**config.mk**
```make
export PLATFORM = sky130hd
export DESIGN_NAME = rr_arb8
export DESIGN_NICKNAME = d
export VERILOG_FILES = /design/src/rtl/rr_arb8_pkg.sv /design/src/rtl/rr_pick8.sv /design/src/rtl/rr_arb8.sv
export SDC_FILE = /design/constraint.sdc
export NUM_CORES = 1
export LEC_CHECK = 0
export CAP_MARGIN = 15
export CORE_MARGIN = 5
export CORE_UTILIZATION = 35
export DETAILED_ROUTE_END_ITERATION = 8
export PLACE_DENSITY = 0.7
export SLEW_MARGIN = 10
export SYNTH_ARGS = -nofsm -noshare
export SYNTH_HDL_FRONTEND = slang
export SYNTH_HIERARCHICAL = 1
export SYNTH_SLANG_ARGS = --single-unit
```
**constraint.sdc**
```tcl
create_clock -name clk -period 3.05 [get_ports clk]
set_input_delay 0.61 -clock clk [delete_from_list [all_inputs] [get_ports clk]]
set_output_delay 0.61 -clock clk [all_outputs]
set_load 0.02 [all_outputs]
```
**src/rtl/rr_arb8_pkg.sv**
```systemverilog
// Shared definitions for the rr_arb8 round-robin arbiter.
//   ARB_N       : number of requesters sharing the 8:1 select path
//   arb_state_t : arbiter state encoding (ST_IDLE = 0, ST_BUSY = 1)
package rr_arb8_pkg;

    localparam int ARB_N = 8;

    typedef enum logic {
        ST_IDLE = 1'b0,
        ST_BUSY = 1'b1
    } arb_state_t;

endpackage

```
**src/rtl/rr_pick8.sv**
```systemverilog
// Combinational rotating-priority picker.
// Scans req in the order ptr, ptr+1, ..., ptr+7 (mod 8) and reports the
// first set bit.
//   req   [7:0] : request vector
//   ptr   [2:0] : index with highest priority
//   found       : at least one request bit is set
//   idx   [2:0] : index of the first set bit in search order (0 when !found)
module rr_pick8
    import rr_arb8_pkg::*;
(
    input  logic [ARB_N-1:0] req,
    input  logic [2:0]       ptr,
    output logic             found,
    output logic [2:0]       idx
);

    // Walk from the lowest priority (ptr+7) to the highest (ptr) so the
    // last hit written is the first one in search order.
    always_comb begin
        found = 1'b0;
        idx   = 3'd0;
        for (int i = ARB_N - 1; i >= 0; i--) begin
            if (req[3'(ptr + 3'(i))]) begin
                found = 1'b1;
                idx   = 3'(ptr + 3'(i));
            end
        end
    end

endmodule

```
**src/rtl/rr_arb8.sv**
```systemverilog
// Round-robin arbiter driving the select lines of an 8-input mux.
// A registered one-hot grant is held while the owner keeps its request high;
// after release the arbiter spends one idle cycle and then re-arbitrates with
// priority starting just past the previous owner.
//
// Optional feature macro: ARB_TIMEOUT_EN
//   When defined, an owner that has held the grant for TIMEOUT cycles is
//   forced off if any other requester is pending (preempt pulses for one
//   cycle). When undefined, the owner holds indefinitely and preempt is 0.
//
// Ports:
//   clk              : rising-edge clock
//   reset            : synchronous, active-high reset
//   req     [7:0]    : request per requester (bit i = input i)
//   grant   [7:0]    : registered one-hot grant, zero when idle
//   valid            : a grant bit is set
//   sel0/sel1/sel2   : owner index, sel0 = MSB, sel2 = LSB; held while idle
//   preempt          : one-cycle pulse on forced release
module rr_arb8
    import rr_arb8_pkg::*;
#(
    parameter int TIMEOUT = 16
) (
    input  logic             clk,
    input  logic             reset,
    input  logic [ARB_N-1:0] req,
    output logic [ARB_N-1:0] grant,
    output logic             valid,
    output logic             sel0,
    output logic             sel1,
    output logic             sel2,
    output logic             preempt
);

    if (TIMEOUT < 2 || TIMEOUT > 255) begin : g_timeout_range
        $error("rr_arb8: TIMEOUT must be in 2..255");
    end

    arb_state_t state;
    logic [2:0] ptr;
    logic [2:0] owner;
    logic       found;
    logic [2:0] idx;

`ifdef ARB_TIMEOUT_EN
    localparam int            CW   = $clog2(TIMEOUT + 1);
    localparam logic [CW-1:0] LAST = CW'(TIMEOUT - 1);
    logic [CW-1:0] cnt;
`endif

    rr_pick8 u_pick (
        .req   (req),
        .ptr   (ptr),
        .found (found),
        .idx   (idx)
    );

    always_ff @(posedge clk) begin
        if (reset) begin
            state   <= ST_IDLE;
            ptr     <= 3'd0;
            owner   <= 3'd0;
            grant   <= '0;
            valid   <= 1'b0;
            sel0    <= 1'b0;
            sel1    <= 1'b0;
            sel2    <= 1'b0;
            preempt <= 1'b0;
`ifdef ARB_TIMEOUT_EN
            cnt     <= '0;
`endif
        end else begin
            preempt <= 1'b0;
            case (state)
                ST_IDLE: begin
                    if (found) begin
                        state              <= ST_BUSY;
                        owner              <= idx;
                        grant              <= ARB_N'(1) << idx;
                        valid              <= 1'b1;
                        {sel0, sel1, sel2} <= idx;
`ifdef ARB_TIMEOUT_EN
                        cnt                <= '0;
`endif
                    end
                end
                ST_BUSY: begin
                    // Selects are left alone on release so the mux output
                    // stays on the last owner during the idle cycle.
                    if (!req[owner]) begin
                        state <= ST_IDLE;
                        grant <= '0;
                        valid <= 1'b0;
                        ptr   <= owner + 3'd1;
`ifdef ARB_TIMEOUT_EN
                    end else if (cnt == LAST && (req & ~grant) != '0) begin
                        state   <= ST_IDLE;
                        grant   <= '0;
                        valid   <= 1'b0;
                        ptr     <= owner + 3'd1;
                        preempt <= 1'b1;
                    end else if (cnt != LAST) begin
                        // Saturates at LAST while nobody else is waiting.
                        cnt <= cnt + CW'(1);
`endif
                    end
                end
                default: state <= ST_IDLE;
            endcase
        end
    end

endmodule

```
# Yosys cells after proc, flatten, opt, wreduce, memory -nomap -nowiden
# Cells that the tools add are included.
[classes] n_addsub=8 n_lt_le_gt_ge=9 eq_ne=2 shift=1 muxes=43 n_bitwise=2 reduce_logical=3
[ops] operator="3-bit by 4-bit < comparator with 1-bit output (second input constant)" count=9
[ops] operator="1-bit binary-select mux with 3-bit select" count=9
[ops] operator="3-bit 2-to-1 mux" count=8
[ops] operator="1-bit 2-to-1 mux" count=21
[ops] operator="8-bit 2-to-1 mux" count=2
[ops] operator="8-bit one-hot mux with 2 select lines" count=1
[ops] operator="3-bit adder (second input constant)" count=4
[ops] operator="1-bit by 3-bit << shifter with 8-bit output (first input constant)" count=1
[ops] operator="3-bit by 1-bit adder with 3-bit output (second input constant)" count=2
[ops] operator="3-bit by 2-bit adder with 3-bit output (second input constant)" count=2
[ops] operator="2-bit AND reduction" count=3
[ops] operator="2-bit != test (second input constant)" count=2
[ops] operator="1-bit one-hot mux with 2 select lines" count=2
[ops] operator="1-bit inverter" count=2
[totals] register_bits=19 in_bits=10 output_inout_bits=13

# Depth between registers and ports, before layout
# Gate-level depths: netlist of the first run.
[depth] word_depth=14 depth_mapped=13

# Modules after synthesis
# The synthesis of the first run kept the hierarchy.
[modules_own_cells] module="rr_pick8" instances=1 cells_each=90 area_each_um2=782.0 seq_area_each_um2=0.0
[modules_own_cells] module="rr_arb8" instances=1 cells_each=68 area_each_um2=714.4 seq_area_each_um2=320.3

# Least setup slack after synthesis of the first run
# OpenSTA, ideal clock, no wires.
[synth_path] path_kind="flip-flop to flip-flop" start="register ptr[1]" end="register grant[7]" setup_ns=0.117 t_arrival_ns=3.012 required_ns=2.933 path_slack_ns=-0.079 path_stages_with_launch=14 n_path_buf=3 cell_sequence="dfxtp_1 buf_4 buf_4 inv_1 ha_1 clkbuf_1 mux4_2 mux2_4 o21ai_2 a31oi_1 o21bai_1 mux2_1 and2_1 a32o_1"
[synth_via] elab_chain_len=14
[synth_lines] element="start: declaration" line="rr_arb8.sv:40" source="logic [2:0] ptr;"
[synth_lines] element="start signal: assignment" line="rr_arb8.sv:94" source="ptr <= owner + 3'd1;"
[synth_lines] element="3-bit adder" line="rr_pick8.sv:23" source="if (req[3'(ptr + 3'(i))]) begin"
[synth_lines] element="1-bit binary-select mux with 3-bit select" line="rr_pick8.sv:23"
[synth_lines] element="1-bit 2-to-1 mux (not written as such)" line="rr_pick8.sv:23"
[synth_lines] element="3-bit 2-to-1 mux (7 in a row)" line="rr_pick8.sv:23"
[synth_lines] element="3-bit 2-to-1 mux *" line="rr_pick8.sv:23"
[synth_lines] element="via idx[0]" line="rr_arb8.sv:43" source="logic [2:0] idx;"
[synth_lines] element="1-bit by 3-bit << shifter with 8-bit output *" line="rr_arb8.sv:79" source="grant <= ARB_N'(1) << idx;"
[synth_lines] element="8-bit 2-to-1 mux *" line="rr_arb8.sv:76" source="if (found) begin"
[synth_lines] element="8-bit one-hot mux with 2 select lines *" line="rr_arb8.sv:74" source="case (state)"
[synth_lines] element="end signal: assignment" line="rr_arb8.sv:79"
[synth_lines] element="end: declaration" line="rr_arb8.sv:27" source="output logic [ARB_N-1:0] grant,"
# Mark *: on every way through the listed nets, which the timed path passes. The rest lies on a longest branch. The select of a mux whose other input is x is not followed.
# A chain may end at the register's enable or synchronous reset.

# Worst setup path in the final report of the first run
[layout_path] start="register ptr[0]" end="register grant[7]"
[layout_via] elab_chain_len=14
[layout_lines] element="3-bit adder" line="rr_pick8.sv:23, rr_pick8.sv:25"
[layout_lines] element="1-bit binary-select mux with 3-bit select" line="rr_pick8.sv:23"
[layout_lines] element="1-bit 2-to-1 mux (not written as such)" line="rr_pick8.sv:23"
[layout_lines] element="3-bit 2-to-1 mux (7 in a row)" line="rr_pick8.sv:23"
[layout_lines] element="3-bit 2-to-1 mux *" line="rr_pick8.sv:23"
[layout_lines] element="via idx[1]" line="rr_arb8.sv:43"
[layout_lines] element="1-bit by 3-bit << shifter with 8-bit output *" line="rr_arb8.sv:79"
[layout_lines] element="8-bit 2-to-1 mux *" line="rr_arb8.sv:76"
[layout_lines] element="8-bit one-hot mux with 2 select lines *" line="rr_arb8.sv:74"
# Marked as above.

==> results of run 1 <==
-- layer usage --
layer	up-vias	GRT usage	share of wire
met3	5	0.007916	0.041
li1	729	-	-
met1	728	0.2221	0.47
met5	-	0	0
met2	51	0.2512	0.48
met4	0	0.03495	0.0078
-- worst max path at each step --
stage,slack (ns),cells past startpoint,to
final,0.18,10,grant[7]$_SDFFE_PP0P_
after floorplan,0.04,13,grant[7]$_SDFFE_PP0P_
after global routing,0.04,10,grant[7]$_SDFFE_PP0P_
after detailed placement,-0.45,9,grant[1]$_SDFFE_PP0P_
after CTS,0.03,9,grant[7]$_SDFFE_PP0P_
after global placement,-0.36,9,grant[1]$_SDFFE_PP0P_
-- synthesized netlist by cell type (2+ instances only) --
master,instances
mux2_2,4
o21ai_0,4
nand2b_1,5
mux2i_1,6
buf_6,2
o21a_1,3
inv_1,5
mux4_1,5
ha_1,3
mux4_2,6
xor2_1,2
a21oi_1,11
xnor2_1,2
clkbuf_1,4
and2_1,3
a211oi_1,2
a32o_1,8
dfxtp_1,16
nor3_1,3
nand2_1,15
a31oi_1,3
nor2b_1,5
nor2_1,8
buf_4,4
o22ai_1,2
-- final cells by class --
cell class / count / area, um2 / share of cell area
clock buffers: 4 / 55.05 / 0.02532
multi-input cells: 127 / 1137 / 0.5230
inverters: 5 / 18.77 / 0.008631
well taps: 50 / 62.56 / 0.02877
repair buffers: 66 / 580.6 / 0.2670
flip-flops and latches: 16 / 320.3 / 0.1473
-- power breakdown --
part	internal (mW)	switching [mW]	total [mW]
Combinational	0.957	0.896	1.85
Sequential	0.284	0.0953	0.379
Clock	0.115	0.0722	0.187
-- flip-flops by register name (all words and copies together) (netlist names) --
name and count:
grant 8, state 1, ptr 3, owner 3, valid 1
-- repair_timing --
action | 4_1_cts | 5_1_grt
hold buffers | 0 | 0
endpoints found under the setup margin | 8 | 11
buffers inserted | 0 | 3
gates resized for setup | 5 | 21
hold endpoints to repair | 0 | 0
pin swaps | 1 | 2
-- cells by family (layout without fill, tap and decap cells) --
logic type                 count (synthesis)  after routing  synth area share
AOI/OAI and AO/OA                         47             47            0.2400
xor gates and xnor gates                   4              4           0.02342
adders and majority gates                  3              3           0.02509
buffers and inverters                     15             75           0.05769
DFF                                       16             16            0.2140
muxes                                     23             23            0.2659
other                                      1              1          0.002506
and+or+nand+nor                           49             49            0.1714
-- through the flow --
step,hold slack (ns),TNS [ns]
after CTS,0.4819,0
final,0.4745,0
after detailed placement,0.4620,-3.657
after global placement,0.4551,-2.868
after global routing,0.5160,0
after floorplan,0.4667,0
-- worst register-to-register path, stage by stage (launching register included) --
cell	delay, ns
dfxtp_1	0.41
inv_1	0.10
ha_1	0.39
mux4_2	0.39
buf_4	0.18
mux2_2	0.31
a211o_1	0.31
o221ai_1	0.20
nor2_2	0.09
and2_1	0.18
a32o_1	0.20
==> results.sh, run 1 <==
export IMPL_status="completed"
export IMPL_max_freq_mhz=348.8
export IMPL_final_core_util=0.5321
export IMPL_gp_congestion=0.8712
export IMPL_synthCells=158
export IMPL_final_nets=232
export IMPL_ys_warn_count=6
export IMPL_rr_worst_depth=10
export IMPL_syn_nets=171
export IMPL_h_tree_depth=1
export IMPL_fp_dieW_um=75.39
export IMPL_cp_buffers_inverters=2
export IMPL_period_minus_slack_ns=2.867
export IMPL_grt_overflow=0
export IMPL_cp_cell_sequence="inv_1 > ha_1 > mux4_2 > buf_4 > mux2_2 > a211o_1 > o221ai_1 > nor2_2 > and2_1 > a32o_1"
export IMPL_critPathLaunchType="flip-flop"
export IMPL_path_delay_family="multiplexers"
export IMPL_vdd_drop_max_mv=0.6782
export IMPL_max_stage_delay_ns=0.41
export IMPL_io_buffers=21
export IMPL_worst_ep_arrival_time_ns=3.01
export IMPL_tightest_slew_ns=0.5475
export IMPL_synth_ff_type="dfxtp_1"
export IMPL_worst_setup_path_end_kind="flip-flop"
export IMPL_hold_violations=0
export IMPL_grt_pass1_wl_um=6982
export IMPL_fin_skew_ns=0.003375
export IMPL_synth_area_leaders="dfxtp_1, mux4_2, mux4_1"
export IMPL_grt_start_max_net_pins=14
export IMPL_fin_cells=268
export IMPL_antenna_found_initial=0
export IMPL_grt_usage=0.1532
export IMPL_cts_tree="done"
export IMPL_routedWlPerCell_um=15.70
export IMPL_num_antenna_cells=0
export IMPL_wirelength_um=4208
export IMPL_path_class="flip-flop to flip-flop"
export IMPL_crit_slowest_cell="dfxtp_1"
export IMPL_fin_crit_sh=0.9401
export IMPL_whs_path_depth=1
export IMPL_startpoint="ptr[0]$_SDFFE_PP0P_"
export IMPL_power_leakage_nw=0.9264
export IMPL_dr_first_iter_drc_count=64
export IMPL_syn_area_per_cell_um2=9.471
export IMPL_drv_cap=0
export IMPL_dieArea_um2=5683
export IMPL_finalPower_mw=2.418
export IMPL_cts_max_path_buffers=2
export IMPL_layout_common_cells="buf_4, dfxtp_1, nand2_1"
export IMPL_r2r_slack_ns=0.18
export IMPL_synth_edf_count=0
export IMPL_hold_end="valid$_SDFFE_PP0P_"
export IMPL_start_util=0.3662
export IMPL_rsz0062_at_grt="no"
export IMPL_fillers=376
export IMPL_place_area_um2=2029
export IMPL_dpl_hpwl_um=3192
export IMPL_worstPathRequired_ns=3.19
export IMPL_firstDrtPassIters=4
export IMPL_drc_errors=0
export IMPL_syn_area_um2=1496
export IMPL_die_h_um=75.39
export IMPL_seq_area_frac_synth=0.2140
export IMPL_area_growth_pct=45.32
export IMPL_rows=23
export IMPL_via_per_inst=5.646
export IMPL_grt_pass1_vias=1472
export IMPL_design_area_um2=2175
export IMPL_r2r_start="ptr[0]$_SDFFE_PP0P_"
export IMPL_ys_types=52
export IMPL_crit_path_max_fanout=5
export IMPL_root_buffer="clkbuf_8"
export IMPL_slew_headroom=0.6338
export IMPL_boundaryPins=23
export IMPL_num_vias=1513
export IMPL_synth_seq_cells=16
export IMPL_drive_above_1_share=0.3670
export IMPL_setup_viol=0
export IMPL_dpl_worst_slack_ns=-0.4458
export IMPL_clk_latency_ns=0.25
export IMPL_final_common_cell="buf_4"
export IMPL_path_clk_slew_ns=0.06
export IMPL_numCtsBuffers=3
export IMPL_hold_class="flip-flop to flip-flop"
export IMPL_async_flop_share=0
export IMPL_setup_ws_ns=0.1828
export IMPL_dpl_cell_count=261
export IMPL_cts_sinks=16
export IMPL_worstHoldStart="valid$_SDFFE_PP0P_"
export IMPL_core_area_um2=4086
export IMPL_slew_viol_final=0
export IMPL_powerDensity_nw_per_um2=1112
export IMPL_worst_r2r_endpoint="grant[7]$_SDFFE_PP0P_"
export IMPL_synth_top_area_frac=0.2140
export IMPL_netlist_top_cell_by_area="dfxtp_1"
export IMPL_ant_nets=0
Power figures use the tool's default switching activity.
==> inputs of run 2 (changes only) <==
GPL_ROUTABILITY_DRIVEN = 1   (was unset)
==> results of run 2 <==
The final DEF is identical to that of run 1; final timing and power are the same.
==> inputs of run 3 (changes only) <==
HOLD_SLACK_MARGIN = 0.15   (was unset)
==> results of run 3 <==
The final DEF is identical to that of run 1; final timing and power are the same.
